**config.mk**
```make
export PLATFORM = sky130hd
export DESIGN_NAME = muldiv_sequencer
export DESIGN_NICKNAME = d
export VERILOG_FILES = /design/src/rtl/muldiv_sequencer.sv
export SDC_FILE = /design/constraint.sdc
export NUM_CORES = 1
export LEC_CHECK = 0
export ABC_AREA = 1
export ABC_CLOCK_PERIOD_IN_PS = 3000
export CAP_MARGIN = 0
export CORE_ASPECT_RATIO = 0.6
export CORE_UTILIZATION = 40
export CTS_CLUSTER_DIAMETER = 30
export DETAILED_ROUTE_END_ITERATION = 10
export SYNTH_ARGS = -nofsm -noshare
export SYNTH_HDL_FRONTEND = slang
export SYNTH_SLANG_ARGS = --single-unit
export TNS_END_PERCENT = 20
```
**constraint.sdc**
```tcl
create_clock -name clock -period 3 [get_ports clock]
set_input_delay 0.6 -clock clock [delete_from_list [all_inputs] [get_ports clock]]
set_output_delay 0.6 -clock clock [all_outputs]
set_load 0.02 [all_outputs]
```
**src/rtl/muldiv_sequencer.sv**
```systemverilog
// ---------------------------------------------------------------------------
// muldiv_sequencer
//
// Iterative multiply/divide controller for the mips16_sc datapath. A MULT or
// DIVU request from the control unit starts a radix-2 shift-add multiply or
// a restoring divide that runs for WIDTH cycles. The fetch stage is held via
// stall while the unit is busy. HI/LO are committed in a single DONE cycle.
//
// Configuration:
//   MULDIV_SIGNED_EN  when defined, op widens to 2 bits
//                     (00 MULTU, 01 DIVU, 10 MULT, 11 DIV). Signed operations
//                     run the unsigned core on operand magnitudes and fix up
//                     the signs when the result is committed.
//
// Parameters:
//   WIDTH        operand width; HI and LO are each WIDTH bits
//   CNT_W        iteration counter width; 2**CNT_W must exceed WIDTH
//
// Ports:
//   clock        system clock, rising edge
//   reset_n      asynchronous active-low reset
//   start        request pulse, sampled only in IDLE
//   op           operation select (bit 0: 0 = multiply, 1 = divide)
//   operand_a    multiplicand / dividend (rs)
//   operand_b    multiplier / divisor (rt)
//   hi_lo_sl     read-back select: 1 = HI, 0 = LO
//   stall        instruction stall to PC/fetch
//   ready        one-cycle completion pulse
//   div_by_zero  sticky flag for the last divide, cleared on the next start
//   hi, lo       HI / LO registers
//   result       hi_lo_sl ? hi : lo, combinational
// ---------------------------------------------------------------------------
module muldiv_sequencer #(
  parameter int WIDTH = 16,
  parameter int CNT_W = 5
) (
  input  logic             clock,
  input  logic             reset_n,
  input  logic             start,
`ifdef MULDIV_SIGNED_EN
  input  logic [1:0]       op,
`else
  input  logic             op,
`endif
  input  logic [WIDTH-1:0] operand_a,
  input  logic [WIDTH-1:0] operand_b,
  input  logic             hi_lo_sl,
  output logic             stall,
  output logic             ready,
  output logic             div_by_zero,
  output logic [WIDTH-1:0] hi,
  output logic [WIDTH-1:0] lo,
  output logic [WIDTH-1:0] result
);

  typedef enum logic [1:0] {
    IDLE = 2'd0,
    BUSY = 2'd1,
    DONE = 2'd2
  } state_t;

  localparam logic [CNT_W-1:0] LAST_ITER = CNT_W'(WIDTH - 1);

  state_t state, state_nxt;

  // Iteration datapath registers. For a multiply, acc_hi:acc_lo is the
  // product accumulator with the multiplier shifting out of acc_lo; for a
  // divide, acc_hi is the partial remainder and acc_lo the dividend/quotient.
  logic [WIDTH-1:0] acc_hi;
  logic [WIDTH-1:0] acc_lo;
  logic [WIDTH-1:0] addend;     // multiplicand or divisor
  logic [CNT_W-1:0] count;
  logic             op_div_q;

  // ------------------------------------------------------------------------
  // Request decode
  // ------------------------------------------------------------------------
  logic             is_div_in;
  logic             dbz_in;
  logic             accept;
  logic [WIDTH-1:0] mag_a;
  logic [WIDTH-1:0] mag_b;

`ifdef MULDIV_SIGNED_EN
  logic signed_in;
  logic neg_q;        // product / quotient must be negated at commit
  logic rem_neg_q;    // remainder must be negated at commit

  assign is_div_in = op[0];
  assign signed_in = op[1];
  assign mag_a     = (signed_in && operand_a[WIDTH-1]) ? -operand_a : operand_a;
  assign mag_b     = (signed_in && operand_b[WIDTH-1]) ? -operand_b : operand_b;
`else
  assign is_div_in = op;
  assign mag_a     = operand_a;
  assign mag_b     = operand_b;
`endif

  assign dbz_in = is_div_in && (operand_b == '0);
  assign accept = (state == IDLE) && start;

  // ------------------------------------------------------------------------
  // Control FSM
  // ------------------------------------------------------------------------
  always_ff @(posedge clock or negedge reset_n) begin
    if (!reset_n) begin
      state <= IDLE;
    end else begin
      // NOTE: every clocked register uses non-blocking assignment so all
      // flops sample the pre-edge values regardless of statement order.
      state <= state_nxt;
    end
  end

  always_comb begin
    // NOTE: every output of this block gets a default first; a path that
    // leaves one unassigned would infer a latch.
    state_nxt = state;
    stall     = 1'b0;
    ready     = 1'b0;
    unique case (state)
      IDLE: begin
        // Hold the issuing instruction in the very cycle it asks.
        stall = start;
        if (start) begin
          state_nxt = dbz_in ? DONE : BUSY;
        end
      end
      BUSY: begin
        stall = 1'b1;
        if (count == LAST_ITER) begin
          state_nxt = DONE;
        end
      end
      DONE: begin
        ready     = 1'b1;
        state_nxt = IDLE;
      end
      default: begin
        state_nxt = IDLE;
      end
    endcase
  end

  // ------------------------------------------------------------------------
  // One iteration of the shared multiply / divide core
  // ------------------------------------------------------------------------
  logic [WIDTH:0]   mul_sum;
  logic [WIDTH:0]   rem_sh;
  logic [WIDTH:0]   div_diff;
  logic [WIDTH-1:0] acc_hi_iter;
  logic [WIDTH-1:0] acc_lo_iter;

  // Multiply: add the multiplicand into the upper half when the current
  // multiplier bit is set, keeping the carry as bit WIDTH.
  assign mul_sum  = {1'b0, acc_hi} + (acc_lo[0] ? {1'b0, addend} : '0);

  // Divide: the remainder is always below the divisor, so after the left
  // shift it needs one extra bit. Bit WIDTH of the difference is the borrow.
  assign rem_sh   = {acc_hi, acc_lo[WIDTH-1]};
  assign div_diff = rem_sh - {1'b0, addend};

  always_comb begin
    acc_hi_iter = acc_hi;
    acc_lo_iter = acc_lo;
    if (op_div_q) begin
      if (!div_diff[WIDTH]) begin
        acc_hi_iter = div_diff[WIDTH-1:0];
        acc_lo_iter = {acc_lo[WIDTH-2:0], 1'b1};
      end else begin
        acc_hi_iter = rem_sh[WIDTH-1:0];
        acc_lo_iter = {acc_lo[WIDTH-2:0], 1'b0};
      end
    end else begin
      // Shift {carry, upper, multiplier} right by one.
      acc_hi_iter = mul_sum[WIDTH:1];
      acc_lo_iter = {mul_sum[0], acc_lo[WIDTH-1:1]};
    end
  end

  // ------------------------------------------------------------------------
  // Values committed to HI/LO in DONE
  // ------------------------------------------------------------------------
  logic [WIDTH-1:0] hi_fin;
  logic [WIDTH-1:0] lo_fin;

`ifdef MULDIV_SIGNED_EN
  logic [2*WIDTH-1:0] prod_fix;
  logic [WIDTH-1:0]   quot_fix;
  logic [WIDTH-1:0]   rem_fix;

  assign prod_fix = neg_q     ? -{acc_hi, acc_lo} : {acc_hi, acc_lo};
  assign quot_fix = neg_q     ? -acc_lo           : acc_lo;
  assign rem_fix  = rem_neg_q ? -acc_hi           : acc_hi;
`endif

  always_comb begin
    hi_fin = acc_hi;
    lo_fin = acc_lo;
    if (div_by_zero) begin
      // acc_hi was loaded with the raw operand_a when the request arrived.
      hi_fin = acc_hi;
      lo_fin = '1;
    end else begin
`ifdef MULDIV_SIGNED_EN
      if (op_div_q) begin
        hi_fin = rem_fix;
        lo_fin = quot_fix;
      end else begin
        {hi_fin, lo_fin} = prod_fix;
      end
`else
      hi_fin = acc_hi;
      lo_fin = acc_lo;
`endif
    end
  end

  // ------------------------------------------------------------------------
  // Datapath registers
  // ------------------------------------------------------------------------
  always_ff @(posedge clock or negedge reset_n) begin
    if (!reset_n) begin
      // NOTE: all datapath state is reset, not just the FSM, so a reset in
      // the middle of an operation leaves HI/LO and the accumulators at 0.
      acc_hi      <= '0;
      acc_lo      <= '0;
      addend      <= '0;
      count       <= '0;
      op_div_q    <= 1'b0;
      div_by_zero <= 1'b0;
      hi          <= '0;
      lo          <= '0;
`ifdef MULDIV_SIGNED_EN
      neg_q       <= 1'b0;
      rem_neg_q   <= 1'b0;
`endif
    end else begin
      if (accept) begin
        count       <= '0;
        op_div_q    <= is_div_in;
        div_by_zero <= dbz_in;
        if (dbz_in) begin
          // No iterations run; park the unmodified dividend for HI.
          acc_hi <= operand_a;
          acc_lo <= '0;
          addend <= '0;
        end else if (is_div_in) begin
          acc_hi <= '0;
          acc_lo <= mag_a;
          addend <= mag_b;
        end else begin
          acc_hi <= '0;
          acc_lo <= mag_b;
          addend <= mag_a;
        end
`ifdef MULDIV_SIGNED_EN
        neg_q     <= signed_in && (operand_a[WIDTH-1] ^ operand_b[WIDTH-1]);
        rem_neg_q <= signed_in && is_div_in && operand_a[WIDTH-1];
`endif
      end else if (state == BUSY) begin
        acc_hi <= acc_hi_iter;
        acc_lo <= acc_lo_iter;
        count  <= count + CNT_W'(1);
      end else if (state == DONE) begin
        hi <= hi_fin;
        lo <= lo_fin;
      end
    end
  end

  assign result = hi_lo_sl ? hi : lo;

endmodule

```
==> results.sh <==
export IMPL_outcome="finished clean"
export IMPL_area_growth_pct=21.7
export IMPL_grt_max_degree=71
export IMPL_drive_gt1_frac=0.0658
export IMPL_place_congestion=1.03
export IMPL_io_buffers=87
export IMPL_ctsHoldBuffers=0
export IMPL_critPathMostFrequentCell="clkdlybuf4s50_1"
export IMPL_vias=6629
export IMPL_rsz0062_at_grt="no"
export IMPL_finClkSkew_ns=0.00863
export IMPL_avgSynthCellArea_um2=6.98
export IMPL_cts_buffers=9
export IMPL_final_cell_mix="nand2_1 (254), inv_1 (155), o21ai_0 (106)"
export IMPL_tightest_slew_ns=0.991
export IMPL_fin_crit_ns=2.66
export IMPL_viasPerCell=5.33
export IMPL_cp_end_kind="output port"
export IMPL_path_cells="clkdlybuf4s50_1 > buf_12 > nand2_1 > o21ai_0 > clkdlybuf4s50_1"
export IMPL_drv_cap=0
export IMPL_hold_viol=0
export IMPL_grt_pass1_vias=6012
export IMPL_synthCells=948
export IMPL_post_cts_buffers=0
export IMPL_syn_nets=1021
export IMPL_start_util=0.408
export IMPL_core_area_um2=16200
export IMPL_dieArea_um2=17100
export IMPL_die_height_um=102
export IMPL_drtPass1Iterations=5
export IMPL_cts_tree="built"
export IMPL_grt_overflow=0
export IMPL_crit_fanout=32
export IMPL_drcViolationCount=0
export IMPL_async_flop_share=1.00
export IMPL_root_buffer="clkbuf_16"
export IMPL_die_w_um=168
export IMPL_synth_edff_count=0
export IMPL_first_iter_violations=643
export IMPL_whs_ns=0.398
export IMPL_synth_lib_cells_used_distinct=43
export IMPL_clkTransAtPathRegs_ns=0.07
export IMPL_drtAntennaViolNets=0
export IMPL_io_pin_count=88
export IMPL_start_kind="input port"
export IMPL_grt_usage=0.270
export IMPL_path_buf_inv=3
export IMPL_final_max_slew_viol_count=0
export IMPL_cpPeakStageDelay_ns=0.64
export IMPL_clockBufferDepth=2
export IMPL_post_route_period_util=0.887
export IMPL_fmaxAchievable_ghz=0.376
export IMPL_cts_sinks=89
export IMPL_clock_latency_ns=0.34
export IMPL_path_delay_family="buffers and inverters"
export IMPL_setup_tns_ns=0
export IMPL_maxSlewHeadroom=0.340
export IMPL_ys_seq_area_frac=0.336
export IMPL_worstHoldPathType="in2async"
export IMPL_syn_area_um2=6620
export IMPL_routed_wl_um=22400
export IMPL_hpwl_um=17600
export IMPL_yosys_warnings=0
export IMPL_wl_per_cell_um=18.0
export IMPL_mostFrequentLayoutCell="nand2_1"
export IMPL_critPathRequiredTime_ns=2.40
export IMPL_setup_viol=0
export IMPL_slowest_stage="clkdlybuf4s50_1"
export IMPL_critPathArrivalTime_ns=2.06
export IMPL_cts_resized=0
export IMPL_rows=36
export IMPL_synth_seq_cells=89
export IMPL_grt_pass1_wl_um=34900
export IMPL_path_class="in2out"
export IMPL_h_tree_depth=3
export IMPL_nNetsFinal=1101
export IMPL_synth_top_flop_cell="dfrtp_1"
export IMPL_antenna_found_initial=1
export IMPL_r2r_slack_ns=0.35
==> routing by layer <==
layer,vias up,track usage,routed length (µm)
li1,3276,-,-
met1,3075,0.431,11800
met2,265,0.354,8300
met3,13,0.0727,2070
met4,0,0.0420,178
met5,-,0,0
==> cells in the mapped netlist, types with 8 or more instances <==
master,instances,area share
nand2_1,254,0.14
inv_1,155,0.088
o21ai_0,106,0.080
dfrtp_1,89,0.34
nand3_1,58,0.044
a21oi_1,48,0.036
nor2_1,41,0.023
ha_1,34,0.064
o211ai_1,25,0.028
clkbuf_1,21,0.012
a221oi_1,15,0.020
a2bb2oi_1,13,0.017
buf_2,11,0.0083
xor2_1,9,0.012
nand2_2,8,0.0076
==> per-stage QoR <==
stage | instances | setup WS [ns] | util | instance area (µm²)
3_3_place_gp | 1226 | 0.329 | 0.479 | 7760
4_1_cts | 1242 | 0.331 | 0.497 | 8060
6_report | 1243 | 0.340 | 0.497 | 8060
2_1_floorplan | 948 | 0.689 | - | 6620
3_5_place_dp | 1226 | 0.332 | 0.479 | 7760
5_1_grt | 1242 | 0.128 | 0.497 | 8060
==> registers in the layout, summed over array words and instances, names as in the netlist <==
name         flops
hi              16
acc_hi          16
acc_lo          16
lo              16
div_by_zero      1
op_div_q         1
addend          16
state            2
count            5
==> cell type report <==
cell class	count	area, µm²
inverters	157	589
repair buffers	107	1060
clock buffers	10	239
diodes	1	2.50
flip-flops and latches	89	2230
clock inverters	6	56.3
well taps	209	262
fillers	1677	8160
multi-input cells	664	3630
==> worst reg2reg max path, delay by kind of cell (launching register included) <==
kind / cells / cell delay (ns)
AO/OA/AOI/OAI: 4 / 0.75
AND/OR/NAND/NOR: 4 / 0.55
flip-flops: 1 / 0.52
buffers and inverters: 1 / 0.04
adder cells (fa/ha/maj): 2 / 0.64
==> logic make-up after synthesis <==
logic type / after synthesis / synth area share
and+or+nand+nor: 382 / 0.243
AOI/OAI and AO/OA: 237 / 0.221
buffers and inverters: 195 / 0.117
DFF: 89 / 0.336
adders and majority gates: 36 / 0.0703
xor gates and xnor gates: 9 / 0.0119
==> final timing paths <==
| path | cells after the start | from | to |
|---|---|---|---|
| max reg2reg | 11 | acc_lo[0] | acc_hi[5] |
| max in group asynchronous | 2 | reset_n | acc_lo[7] |
| max | 5 | hi_lo_sl | result[11] |
| min in group clock | 1 | count[3] | count[3] |
| min | 1 | reset_n | acc_hi[6] |
| min reg2reg | 1 | count[3] | count[3] |
Power is not shown: default switching activity piles up to over one toggle a cycle in this logic, so the estimate is an artifact.
